$ cat config.mk
export PLATFORM = sky130hd
export DESIGN_NAME = readout_capture
export DESIGN_NICKNAME = d
export VERILOG_FILES = /design/src/rtl/readout_capture.sv
export SDC_FILE = /design/constraint.sdc
export NUM_CORES = 1
export LEC_CHECK = 0
export ABC_AREA = 1
export CAP_MARGIN = 20
export CORE_MARGIN = 3
export CORE_UTILIZATION = 50
export DETAILED_ROUTE_END_ITERATION = 8
export DONT_BUFFER_PORTS = 1
export PLACE_DENSITY_LB_ADDON = 0.08
export SLEW_MARGIN = 10
export SYNTH_ARGS = -nofsm -noshare
export SYNTH_HDL_FRONTEND = slang
export SYNTH_SLANG_ARGS = --single-unit
export TNS_END_PERCENT = 5
$ cat constraint.sdc
create_clock -name clk -period 2.35 [get_ports clk]
set_clock_uncertainty 0.15 [all_clocks]
set_input_delay 0.1175 -clock clk [delete_from_list [all_inputs] [get_ports clk]]
set_output_delay 0.1175 -clock clk [all_outputs]
set_load 0.01 [all_outputs]
$ cat src/rtl/readout_capture.sv
// readout_capture
//   Consumer stage behind the 8-bit readout address generator. It lines up
//   each requested address with the sample memory's read data, which arrives
//   RD_LAT cycles later. Each sample is tagged with frame first/last flags and
//   buffered in a first-word-fall-through FIFO. The FIFO head is offered on a
//   valid/ready stream.
//
// Parameters
//   DATA_W  width of memory read data and stream data
//   RD_LAT  memory read latency in clocks (1..4)
//   DEPTH   FIFO depth in entries (power of 2, 4..256)
//
// Ports
//   clk        system clock, rising edge
//   rst        asynchronous active-high reset
//   running    generator status; every high cycle requests one sample
//   addr       generator address for the current cycle
//   rd_data    memory data for the address presented RD_LAT cycles earlier
//   out_ready  downstream accepts the head word
//   out_valid  FIFO not empty
//   out_data   head sample data
//   out_addr   head sample address
//   out_first  head word is the first sample of a frame
//   out_last   head word carries address 8'hFF
//   overflow   sticky: a sample was dropped in the current frame
//   busy       samples in flight in the alignment pipeline or FIFO non-empty
//   frame_cnt  (only with FRAME_CNT_EN) count of popped last-tagged words
//
// Optional feature macro: FRAME_CNT_EN adds the frame_cnt output and counter.

module readout_capture #(
  parameter int DATA_W = 8,
  parameter int RD_LAT = 1,
  parameter int DEPTH  = 16
) (
  input  logic              clk,
  input  logic              rst,
  input  logic              running,
  input  logic [7:0]        addr,
  input  logic [DATA_W-1:0] rd_data,
  input  logic              out_ready,
  output logic              out_valid,
  output logic [DATA_W-1:0] out_data,
  output logic [7:0]        out_addr,
  output logic              out_first,
  output logic              out_last,
  output logic              overflow,
  output logic              busy
`ifdef FRAME_CNT_EN
  ,
  output logic [15:0]       frame_cnt
`endif
);

  localparam int PTR_W   = $clog2(DEPTH);
  localparam int CNT_W   = PTR_W + 1;
  localparam int ENTRY_W = DATA_W + 10;

  // Alignment pipeline state
  logic              running_prev;
  logic              first_flag;
  logic [RD_LAT-1:0] pipe_valid;
  logic [RD_LAT-1:0] pipe_first;
  logic [7:0]        pipe_addr [RD_LAT];

  // FIFO state
  logic [ENTRY_W-1:0] mem [DEPTH];
  logic [PTR_W-1:0]   rd_ptr;
  logic [PTR_W-1:0]   wr_ptr;
  logic [CNT_W-1:0]   count;
  logic [ENTRY_W-1:0] head;

  logic       sample_valid;
  logic       sample_first;
  logic       sample_last;
  logic [7:0] sample_addr;
  logic       full;
  logic       push;
  logic       pop;
  logic       drop;

  // A frame starts on the rising edge of running.
  assign first_flag = running & ~running_prev;

  // Delay the request tags by the memory latency so that they meet their data.
  always_ff @(posedge clk or posedge rst) begin
    if (rst) begin
      running_prev <= 1'b0;
      pipe_valid   <= '0;
      pipe_first   <= '0;
      for (int i = 0; i < RD_LAT; i++) pipe_addr[i] <= '0;
    end else begin
      running_prev  <= running;
      pipe_valid[0] <= running;
      pipe_first[0] <= first_flag;
      pipe_addr[0]  <= addr;
      for (int i = 1; i < RD_LAT; i++) begin
        pipe_valid[i] <= pipe_valid[i-1];
        pipe_first[i] <= pipe_first[i-1];
        pipe_addr[i]  <= pipe_addr[i-1];
      end
    end
  end

  assign sample_valid = pipe_valid[RD_LAT-1];
  assign sample_first = pipe_first[RD_LAT-1];
  assign sample_addr  = pipe_addr[RD_LAT-1];
  assign sample_last  = (sample_addr == 8'hFF);

  // A pop frees a slot in the same cycle, so a full FIFO can still accept
  // a sample while it is being read.
  assign full = (count == CNT_W'(DEPTH));
  assign pop  = out_valid & out_ready;
  assign push = sample_valid & (~full | pop);
  assign drop = sample_valid & full & ~pop;

  // Storage is not reset. Outputs are gated by out_valid, so stale entries
  // are never visible.
  always_ff @(posedge clk) begin
    if (push) mem[wr_ptr] <= {sample_first, sample_last, sample_addr, rd_data};
  end

  always_ff @(posedge clk or posedge rst) begin
    if (rst) begin
      rd_ptr <= '0;
      wr_ptr <= '0;
      count  <= '0;
    end else begin
      if (push) wr_ptr <= wr_ptr + PTR_W'(1);
      if (pop)  rd_ptr <= rd_ptr + PTR_W'(1);
      case ({push, pop})
        2'b10:   count <= count + CNT_W'(1);
        2'b01:   count <= count - CNT_W'(1);
        default: count <= count;
      endcase
    end
  end

  // A first-tagged sample clears the flag from the previous frame. If that
  // same sample is dropped, the drop term sets the flag again.
  always_ff @(posedge clk or posedge rst) begin
    if (rst) overflow <= 1'b0;
    else     overflow <= drop | (overflow & ~(sample_valid & sample_first));
  end

  assign out_valid = (count != '0);
  assign head      = out_valid ? mem[rd_ptr] : '0;
  assign out_first = head[ENTRY_W-1];
  assign out_last  = head[ENTRY_W-2];
  assign out_addr  = head[DATA_W+7:DATA_W];
  assign out_data  = head[DATA_W-1:0];
  assign busy      = (|pipe_valid) | out_valid;

`ifdef FRAME_CNT_EN
  // Counts frames delivered downstream; wraps naturally at 16 bits.
  always_ff @(posedge clk or posedge rst) begin
    if (rst)                 frame_cnt <= '0;
    else if (pop & out_last) frame_cnt <= frame_cnt + 16'd1;
  end
`endif

endmodule

; Word level (Yosys, flattened, before mapping)
; Memory sizes are Yosys's and may differ from the RTL's.
; Cells that the tools add are included.
[word_totals]
n_memories = 1
mem_bits_rw = 288
ff_bits = 24
inputBits = 20
word_cells = 36
output_inout_bits = 21
[op_classes]
muxes = 4
n_addsub = 4
n_eq_ne = 4
reduce_logical = 2
bitwise_logic = 14
[mem_list]
columns = memory, words, word_bits, rd, rd_clocked_by_memory_dff, write_ports, line_no
row1 = mem, 16, 18, 1, 0, 1, 67  ; logic [ENTRY_W-1:0] mem [DEPTH];
[op_table]
columns = op, count
row1 = $mux W18, 1
row2 = $pmux W5 S2, 1
row3 = $add A4 B1 Y4 const B, 2
row4 = $eq A8 B8 Y1 const B, 1
row5 = $and A1 B1 Y1, 7
row6 = $add A5 B1 Y5 const B, 1
row7 = $eq A5 B5 Y1 const B, 1
row8 = $reduce_bool A5 Y1, 1
row9 = $sub A5 B1 Y5 const B, 1
row10 = $not A1 Y1, 4
row11 = $or A1 B1 Y1, 3
row12 = $eq A2 B1 Y1 const B, 1
row13 = $eq A2 B2 Y1 const B, 1
row14 = $mux W1, 2
row15 = $reduce_bool A2 Y1, 1

; Logic depth before layout (Yosys ltp)
; Gate-level depths: netlist (run 1).
[depth]
ltp_word = 6
mapped_depth = 15
ltp_nobuf = 15

; Worst setup path before layout (run 1)
; OpenSTA, ideal clock, no wires.
[synth_path]
kind = register -> register
startpoint = reg count[0]
endpoint = mem mem[11][0] (netlist name) (enable)
path_buffers = 0
required_ps = 1807
path_stages_with_launch = 7
arrival_time_ps = 1823
setup_slack_ps = -16
cell_sequence = dfrtp_1 nor2_2 nand2_1 nor3_2 nor2_2 nand2_1 nor2_1
[synth_via]
elab_chain_cells = 6
elab_cells_between_ends = 8
classes_between = 1 x eq/ne / 2 x mux / 4 x bitwise / 1 x reduce/logical
[synth_rtl]
columns = element, line_no
row1 = from (decl), 70  ; logic [CNT_W-1:0] count;
row2 = from (signal assigned), 132  ; 2'b10: count <= count + CNT_W'(1);
row3 = from (signal assigned), 133  ; 2'b01: count <= count - CNT_W'(1);
row4 = from (signal assigned), 134  ; default: count <= count;
row5 = $reduce_bool A5 Y1 / $eq A5 B5 Y1 (equally long branches), "146, 112"
row6 = $and A1 B1 Y1 / $not A1 Y1 (equally long branches), "113, 114"
row7 = $or A1 B1 Y1 *, 114  ; assign push = sample_valid & (~full | pop);
row8 = $and A1 B1 Y1 *, 114
row9 = $mux W1 *, 120  ; if (push) mem[wr_ptr] <= {sample_first, sample_last, sample_addr, rd_data};
row10 = $mux W1 (implied by the code) *, 120
row11 = to (decl), 67
; Mark *: on every way between the ends. The rest lies on a longest branch, timed or not.

; Worst setup path after layout (run 1)
[layout_path]
startpoint = reg rd_ptr[0]
endpoint = out out_addr[3]
[layout_via]
elab_chain_cells = 2
[layout_rtl]
columns = element, line_no
row1 = from (decl), 68  ; logic [PTR_W-1:0] rd_ptr;
row2 = from (signal assigned), 130  ; if (pop) rd_ptr <= rd_ptr + PTR_W'(1);
row3 = $mem_v2 Z16 W18, --
row4 = $mux W18, 147  ; assign head = out_valid ? mem[rd_ptr] : '0;
row5 = to (decl), 44  ; output logic [7:0] out_addr,
; No other way between the ends.

==> impl_metrics.py, run 1 <==
metrics = {
    "cells_and_area": {
        "drive_gt1_share_pct": 20.2,
        "final_core_util_pct": 64.1,
        "final_cell_area_mm2": 0.0153,
        "n_fill_cell": 1743,
        "register_area_mm2": 0.00926,
        "final_nets": 1066,
        "final-instance-count-excl-fill": 1382,
        "mostFrequentLayoutCells": "288 x edfxtp_1, 164 x nor2_1, 126 x o21ai_0, 79 x buf_4, 55 x o221ai_1",
        "final_common_cell": "edfxtp_1",
        "area_delta_synth_final_pct": 23.8,
        "multi_input_area_mm2": 0.00288,
    },
    "sta": {
        "hold_viol_final": 0,
        "period_needed_ns": 2.60,
        "rsz0062_at_grt": "yes",
        "worst_pin_slew_ns": 0.596,
        "worst_hold_slack_ns": 0.333,
        "relSlewSlack_pct": 60.1,
        "drv_slew": 0,
        "fmax_ghz": 0.384,
        "period_share_pct": 111,
        "setup_viol": 18,
        "setup_ws_ns": -0.251,
    },
    "pwr": {
        "ir_worst_vdd_mv": 0.794,
        "p_per_area_mw_per_mm2": 1320,
        "p_leak_nw": 5.31,
    },
    "setup_path": {
        "start_kind": "flip-flop",
        "crit_fanout": 8,
        "cp-end-kind": "output port",
        "cp_data_required_time_ns": 2.08,
        "r2r_cells": 15,
        "regToRegSetupSlack_ns": 0.22,
        "cp-endpoint": "out_addr[3]",
        "cp.arrival_ns": 2.33,
        "worst_r2r_startpoint": "count[0]",
        "cp-startpoint": "rd_ptr[0]",
        "crit_type": "reg -> out",
        "timing.rr.end": "count[4]",
    },
    "place": {
        "dp_hpwl_um": 18400,
        "place_area_mm2": 0.0133,
        "gp_congestion": 0.814,
        "pre_cts_ws_ns": 0.195,
        "portBuffers": 0,
        "placed_cells": 1265,
    },
    "global_routing": {
        "antenna_found_initial": 2,
        "grt_first_pass_wirelength_um": 50700,
        "grt_overflow": 0,
        "first_global_vias": 8331,
        "grt_use_total_pct": 25.6,
        "grt_max_degree": 50,
    },
    "clock_network": {
        "cts.sinks": 312,
        "tritoncts": "yes",
        "root_buffer": "clkbuf_16",
        "ctsHtreeMaxLevel": 1,
        "cts_buffer_depth": 3,
        "cts.clk_slew.worst_paths_ns": 0.06,
        "cts-buffers-inserted": 31,
        "insertion_delay_ns": 0.55,
    },
    "floorplanning": {
        "die_x_um": 163,
        "io_pins": 41,
        "coreArea_mm2": 0.0239,
        "rows": 56,
        "dieArea_mm2": 0.0267,
        "die_y_um": 163,
        "floorplan.initialDensity_pct": 51.8,
    },
    "route": {
        "antenna_left": 0,
        "drc": 0,
        "drt_iter0_markers": 945,
        "viasPerCell": 6.00,
        "post_drt_wl_per_cell_um": 24.7,
        "first_pass_iters": 5,
        "routed_wl_um": 34200,
        "num_vias": 8297,
    },
    "yosys": {
        "synth_top_area_cell": "edfxtp_1",
        "ys_types": 29,
        "yosysWarnings": 0,
        "syn_inst": 921,
        "seq_area_frac_synth_pct": 74.7,
        "netlist.area_leader.share_pct": 69.9,
        "syn_area_per_cell_um2": 13.4,
        "yosys_register_bits": 312,
        "syn-cell-area_mm2": 0.0124,
        "ys_top_cells_by_area": "edfxtp_1 70%, o21ai_0 5.7%, nor2_1 5.5%",
        "syn_nets": 948,
    },
    "status": {
        "violations": "setup timing",
        "status": "complete, but fails checks",
    },
    "run": {
        "cap_violations": 0,
    },
    "min_path": {
        "holdPathStages": 1,
        "hp-class": "reg -> reg",
    },
}
cells by family after synthesis:
family	synth area share (%)
buffers and inverters	3.07
xor gates and xnor gates	0.566
and+or+nand+nor	8.98
adders and majority gates	0.707
DFF	74.7
AOI/OAI and AO/OA	12.0
layer usage:
layer  wire length [µm]  up-vias  track usage, %  share of wire, %
li1                   -     3700               -                 -
met1              14100     4142            35.3                41
met2              16600      374            42.9                48
met3               2520       79            3.63               7.4
met4                941        2            7.42               2.8
met5                 11        -               0             0.032
worst min-delay path by stage:
stage	from	to	slack, ns
6_report	pipe_valid	pipe_first	0.33
5_1_grt	count[4]	count[4]	0.37
4_1_cts	count[4]	count[4]	0.34
3_5_place_dp	rst	pipe_addr[5]	-0.05
3_3_place_gp	rst	pipe_addr[4]	-0.07
2_1_floorplan	rst	count[0]	-0.02
synth_stat cells, drive strengths merged:
library cell,count
dfrtp,24
xor2,8
ha,7
nor3,1
nand3,38
nand4,7
edfxtp,288
clkinv,3
nor2,184
o221ai,56
nand2,34
clkbuf,27
o22ai,16
a21oi,18
buf,30
a22o,1
inv,21
o21ai,158
power breakdown:
| group | total [W] | internal, W | switching [W] |
|---|---|---|---|
| Sequential | 0.00697 | 0.00670 | 0.000270 |
| Clock | 0.00523 | 0.00321 | 0.00202 |
| Combinational | 0.00799 | 0.00326 | 0.00472 |
| Total | 0.0202 | 0.0132 | 0.00702 |
timing repair:
item	CTS	global route
pin swaps	13	21
buffers inserted	11	12
gates cloned	6	3
resized for setup	39	34
hold buffers	29	0
endpoints found under the hold margin	175	0
setup endpoints to repair	18	20
sequential cells by signal, summed over array words and instances (netlist names):
| register | cells |
|---|---|
| mem | 288 |
| overflow | 1 |
| count | 5 |
| pipe_valid | 1 |
| pipe_first | 1 |
| pipe_addr | 8 |
| wr_ptr | 4 |
| rd_ptr | 4 |
final cells by class:
class | instances | area share (%)
Tap cell | 319 | 2.60
Clock inverter | 16 | 1.49
Inverter | 24 | 0.653
Multi-Input combinational cell | 528 | 18.8
Antenna cell | 1 | 0.0163
Sequential cell | 312 | 60.4
Clock buffer | 40 | 5.61
Timing Repair Buffer | 142 | 10.4
worst max-delay path, stage by stage (launching register included):
cell and delay [ns]:
dfrtp_4 0.53, inv_8 0.08, buf_12 0.13, buf_12 0.11
buf_16 0.12, buf_8 0.13, o21ai_2 0.05, o221ai_1 0.19
nand3_1 0.13, a21oi_2 0.17, buf_4 0.14
metrics by stage:
step | power, W | TNS, ns
CTS | 0.0197 | -3.04
global route | 0.0211 | -4.73
finish | 0.0202 | -3.17
floorplan | 0.0109 | -1.14
global placement | 0.0133 | 0
detailed placement | 0.0134 | 0
(Power assumes the default switching activity.)
==> inputs of run 2 (changes only) <==
--- a/config.mk
+++ b/config.mk
@@ -7,11 +7,13 @@
 export LEC_CHECK = 0
 export ABC_AREA = 1
 export CAP_MARGIN = 20
-export CORE_MARGIN = 3
+export CORE_MARGIN = 2
 export CORE_UTILIZATION = 50
+export CTS_CLUSTER_SIZE = 28
 export DETAILED_ROUTE_END_ITERATION = 8
 export DONT_BUFFER_PORTS = 1
 export PLACE_DENSITY_LB_ADDON = 0.08
+export REMOVE_ABC_BUFFERS = 1
 export SLEW_MARGIN = 10
 export SYNTH_ARGS = -nofsm -noshare
 export SYNTH_HDL_FRONTEND = slang
==> run 2 against run 1 <==
- the run still ends with setup timing left
- highest routed layer is now met4
- wire length rose by 3.2%
- critical path type unchanged
- flip-flop and latch count unchanged
- clock-buffer cell count is 9 higher
==> impl_metrics.py, run 2 (synthesis results as in run 1) <==
metrics = {
    "setup_path": {
        "crit_fanout": 6,
        "path_buf_inv": 4,
        "cp_common_cell": "buf_12",
        "worst_r2r_startpoint": "count[0]",
        "timing.rr.end": "count[4]",
        "start_kind": "flip-flop",
        "cp_data_required_time_ns": 2.08,
        "cp-startpoint": "rd_ptr[0]",
        "cp-endpoint": "out_addr[0]",
        "crit_chain": "buf_12 -> clkinv_8 -> buf_12 -> buf_12 -> o21ai_2 -> o221ai_2 -> nand3_1 -> a21oi_2",
        "max_stage_delay_ns": 0.50,
        "cp_top_family": "buffers and inverters",
        "cp.arrival_ns": 2.14,
        "regToRegSetupSlack_ns": 0.23,
        "crit_type": "reg -> out",
        "cp-end-kind": "output port",
        "cp_slowest_cell": "dfrtp_4",
        "cp_num_cells": 8,
        "r2r_cells": 15,
    },
    "global_routing": {
        "antenna_found_initial": 0,
        "grt_first_pass_wirelength_um": 49800,
        "grt_use_total_pct": 25.9,
        "grt_max_degree": 50,
        "grt_overflow": 0,
        "first_global_vias": 8213,
    },
    "place": {
        "dp_hpwl_um": 18100,
        "gp_congestion": 0.889,
        "placed_cells": 1247,
        "portBuffers": 0,
    },
    "sta": {
        "rsz0062_at_grt": "yes",
        "fmax_ghz": 0.415,
        "drv_slew": 0,
        "period_share_pct": 103,
        "relSlewSlack_pct": 57.2,
        "period_needed_ns": 2.41,
        "hold_viol_final": 0,
        "setup_ws_ns": -0.0612,
        "fin_setup_tns_ns": -0.304,
        "setup_viol": 11,
        "worst_pin_slew_ns": 0.642,
    },
    "pwr": {
        "p_leak_nw": 5.17,
        "ir_worst_vdd_mv": 0.682,
        "p_per_area_mw_per_mm2": 1300,
    },
    "route": {
        "post_drt_wl_per_cell_um": 26.0,
        "antenna_left": 0,
        "viasPerCell": 6.17,
        "num_vias": 8386,
        "drc": 0,
        "routed_wl_um": 35300,
        "drt_iter0_markers": 893,
        "first_pass_iters": 5,
    },
    "cells_and_area": {
        "final-instance-count-excl-fill": 1359,
        "final_nets": 1038,
        "drive_gt1_share_pct": 20.1,
        "n_fill_cell": 1778,
        "largest_register_ffs": 288,
        "diodes": 0,
        "mostFrequentLayoutCells": "288 x edfxtp_1, 159 x nor2_1, 123 x o21ai_0, 49 x o221ai_1, 45 x buf_4",
        "reg.largest.list": "mem x288, pipe_addr x8, count x5",
        "top_register": "mem",
        "area_delta_synth_final_pct": 23.1,
        "final_common_cell": "edfxtp_1",
    },
    "floorplanning": {
        "dieArea_mm2": 0.0260,
        "rows": 57,
        "io_pins": 41,
        "floorplan.initialDensity_pct": 50.9,
        "die_y_um": 161,
        "die_x_um": 161,
        "coreArea_mm2": 0.0243,
    },
    "clock_network": {
        "ctsHtreeMaxLevel": 2,
        "cts-buffers-inserted": 34,
        "cts.sinks": 312,
        "cts.clk_slew.worst_paths_ns": 0.06,
        "cts_buffer_depth": 3,
        "root_buffer": "clkbuf_16",
        "insertion_delay_ns": 0.51,
        "tritoncts": "yes",
    },
    "min_path": {
        "hp-class": "in -> reg",
        "hp-start": "addr[2]",
    },
    "run": {
        "cap_violations": 0,
    },
    "status": {
        "violations": "setup timing",
        "status": "complete, but fails checks",
    },
}
==> run 2: cell types whose count changed in the layout (fill, tap and decap cells not counted), sizes merged, moves of 5 or more <==
cell,before,now
dlygate4sd3,29,23
bufinv,6,1
buf,109,81
clkbuf,43,55
==> run 2: area by class of cell <==
cell class              instances  area [µm²]  area share [%]
repair inverters                1        16.3           0.107
well taps                     324         405            2.66
clock buffers                  49         948            6.23
clock inverters                11        90.1           0.591
inverters                      24         120           0.788
multi-input cells             528        2980            19.5
flip-flops and latches        312        9260            60.8
repair buffers                110        1420            9.34
==> run 2: how the worst min path moves through the flow <==
| stage | end | depth (start not counted) |
|---|---|---|
| 2_1_floorplan | count[0] | 1 |
| 3_3_place_gp | pipe_addr[6] | 0 |
| 3_5_place_dp | pipe_addr[7] | 0 |
| 4_1_cts | pipe_addr[2] | 1 |
| 5_1_grt | pipe_addr[1] | 1 |
| 6_report | pipe_addr[2] | 1 |
==> run 2: power breakdown <==
part | leakage (nW) | total [W] | internal [W] | switching (W)
Sequential | 2.89 | 0.00699 | 0.00670 | 0.000290
Clock | 0.507 | 0.00500 | 0.00292 | 0.00208
Combinational | 1.77 | 0.00788 | 0.00293 | 0.00495
Total | 5.17 | 0.0199 | 0.0126 | 0.00732
==> run 2: what timing repair did <==
action,CTS,global route
gates resized for setup,39,67
hold endpoints to repair,174,9
hold buffers,22,1
pin swaps,19,43
gates cloned,8,6
setup buffers,7,11
setup endpoints to repair,18,19
==> run 2: stage by stage <==
stage                     total power [W]  utilization (%)  hold WS [ns]  worst slack (ns)  instance area, µm²
after floorplan                    0.0105                -       -0.0179             -2.40               12100
after global placement             0.0128             54.1      -0.00101             0.344               13200
after detailed placement           0.0129             54.1      -0.00101             0.224               13200
after CTS                          0.0191             61.1       0.00313           -0.0539               14900
after global routing               0.0207             62.6        0.0138            -0.107               15200
final                              0.0199             62.6        0.0143           -0.0612               15200
==> run 2: metal layers <==
layer / part of all wire, % / GRT usage [%] / vias to the layer above
met1: 40 / 35.1 / 4270
met5: 0 / 0 / -
met3: 7.6 / 4.11 / 74
met2: 50 / 43.7 / 394
li1: - / - / 3648
met4: 2.5 / 7.67 / 0
==> inputs of run 3 (changes only) <==
--- a/config.mk
+++ b/config.mk
@@ -8,7 +8,7 @@
 export ABC_AREA = 1
 export CAP_MARGIN = 20
 export CORE_MARGIN = 2
-export CORE_UTILIZATION = 50
+export CORE_UTILIZATION = 57
 export CTS_CLUSTER_SIZE = 28
 export DETAILED_ROUTE_END_ITERATION = 8
 export DONT_BUFFER_PORTS = 1
==> run 3 against run 2 <==
- the run still ends with setup timing left
- utilization up 8.4 points
- wire length down 5.2%
- critical path depth down 2
- cell count down 4.4%
- critical endpoint is now out_addr[1]
- largest power group unchanged
==> impl_metrics.py, run 3 (synthesis results as in run 1) <==
metrics = {
    "global_routing": {
        "grt_first_pass_wirelength_um": 49500,
        "grt_overflow": 0,
        "grt_max_degree": 41,
        "antenna_found_initial": 0,
        "first_global_vias": 8405,
        "grt_use_total_pct": 29.7,
    },
    "clock_network": {
        "cts-buffers-inserted": 30,
        "tritoncts": "yes",
        "cts.clk_slew.worst_paths_ns": 0.07,
        "insertion_delay_ns": 0.55,
        "ctsHtreeMaxLevel": 1,
        "root_buffer": "clkbuf_16",
        "cts_buffer_depth": 3,
        "cts.sinks": 312,
    },
    "route": {
        "drt_iter0_markers": 942,
        "antenna_left": 0,
        "wl_met3_um": 3560,
        "drc": 0,
        "viasPerCell": 6.38,
        "routed_wl_um": 33500,
        "routedLengthMet1_um": 13200,
        "wl_met2_um": 16000,
        "num_vias": 8286,
        "post_drt_wl_per_cell_um": 25.8,
        "first_pass_iters": 7,
        "top_layer_used": "met4",
    },
    "min_path": {
        "hp-class": "in -> async",
    },
    "sta": {
        "drv_slew": 0,
        "worst_pin_slew_ns": 0.821,
        "rsz0062_at_grt": "yes",
        "fmax_ghz": 0.399,
        "fin_setup_tns_ns": -1.59,
        "relSlewSlack_pct": 45.2,
        "setup_viol": 18,
        "period_needed_ns": 2.51,
        "worst_hold_slack_ns": 0.0259,
        "period_share_pct": 107,
        "setup_ws_ns": -0.158,
        "hold_viol_final": 0,
    },
    "floorplanning": {
        "coreArea_mm2": 0.0212,
        "floorplan.initialDensity_pct": 58.5,
        "io_pins": 41,
        "dieArea_mm2": 0.0229,
        "rows": 53,
        "die_y_um": 151,
        "die_x_um": 151,
    },
    "cells_and_area": {
        "mostFrequentLayoutCells": "288 x edfxtp_1, 162 x nor2_1, 129 x o21ai_0, 55 x o221ai_1, 40 x buf_4",
        "final_nets": 1029,
        "top_register": "mem",
        "area_delta_synth_final_pct": 21.4,
        "n_fill_cell": 1382,
        "final-instance-count-excl-fill": 1299,
        "multi_input_area_mm2": 0.00292,
        "largest_register_ffs": 288,
        "reg.largest.list": "mem x288, pipe_addr x8, count x5",
        "final_common_cell": "edfxtp_1",
        "drive_gt1_share_pct": 17.9,
        "register_area_mm2": 0.00925,
        "diodes": 0,
    },
    "setup_path": {
        "r2r_cells": 7,
        "cp.arrival_ns": 2.24,
        "regToRegSetupSlack_ns": 0.17,
        "cp-startpoint": "rd_ptr[0]",
        "crit_type": "reg -> out",
        "cp_data_required_time_ns": 2.08,
        "crit_fanout": 31,
        "cp-end-kind": "output port",
        "start_kind": "flip-flop",
        "timing.rr.end": "mem[11][4]",
        "worst_r2r_startpoint": "count[0]",
    },
    "status": {
        "violations": "setup timing",
        "status": "complete, but fails checks",
    },
    "place": {
        "portBuffers": 0,
        "placed_cells": 1193,
        "gp_congestion": 0.862,
        "dp_hpwl_um": 17500,
        "pre_cts_ws_ns": 0.239,
    },
    "pwr": {
        "p_per_area_mw_per_mm2": 1290,
        "p_leak_nw": 5.12,
        "ir_worst_vdd_mv": 0.658,
    },
    "run": {
        "cap_violations": 0,
    },
}
-- run 3: cell count changes in the layout (fill, tap and decap cells not counted), moves of 5 or more --
cell / change
buf_4: -5
o21ai_0: +6
clkbuf_1: -7
o21ai_2: -7
dlygate4sd3_1: +5
buf_6: -5
o221ai_1: +6
clkbuf_16: -5
o221ai_2: -6
-- run 3: report_power, final --
part / internal, W / switching (W) / leakage, nW
Clock: 0.00273 / 0.00199 / 0.474
Sequential: 0.00670 / 0.000276 / 2.89
Combinational: 0.00290 / 0.00479 / 1.75
-- run 3: final cells by class --
type                       count  share of cell area (%)
clock buffer                  36                    5.29
clock inverter                18                    1.12
inverter                      24                   0.691
multi-input combinational    528                    19.4
sequential                   312                    61.6
tap                          275                    2.29
timing repair buffer         106                    9.65
-- run 3: repair_timing --
action / 4_1_cts / 5_1_grt
buffers inserted: 8 / 3
gates resized for setup: 45 / 17
setup endpoints to repair: 18 / 18
endpoints found under the hold margin: 171 / 0
pin swaps: 21 / 24
gates cloned: 10 / 5
hold buffers: 28 / 0
-- run 3: how the worst max path moves through the flow --
stage | end | slack (ns) | depth (start not counted)
2_1_floorplan | out_data[7] | -2.40 | 7
3_3_place_gp | mem[11][7] | 0.29 | 7
3_5_place_dp | mem[11][1] | 0.24 | 7
4_1_cts | out_addr[7] | -0.12 | 9
5_1_grt | out_data[3] | -0.20 | 7
6_report | out_addr[1] | -0.16 | 6
-- run 3: critical path, cell delays in order (launching register included) --
cell	delay, ns
dfrtp_4	0.49
buf_12	0.17
buf_16	0.19
o21ai_0	0.15
o221ai_1	0.28
nand3_1	0.14
a21oi_2	0.26
-- run 3: stage by stage --
step / util [%] / instance area, µm² / total power [W]
after floorplan: - / 12100 / 0.0105
after global placement: 62.0 / 13100 / 0.0126
after detailed placement: 62.0 / 13100 / 0.0128
after CTS: 70.3 / 14900 / 0.0189
after global routing: 71.1 / 15000 / 0.0202
final: 71.1 / 15000 / 0.0194
-- run 3: per-layer routing --
metal  track usage (%)  up-vias
met2              48.9      496
met3              6.51       49
met4              7.85        0
met5                 0        -
met1              40.7     4120
li1                  -     3621
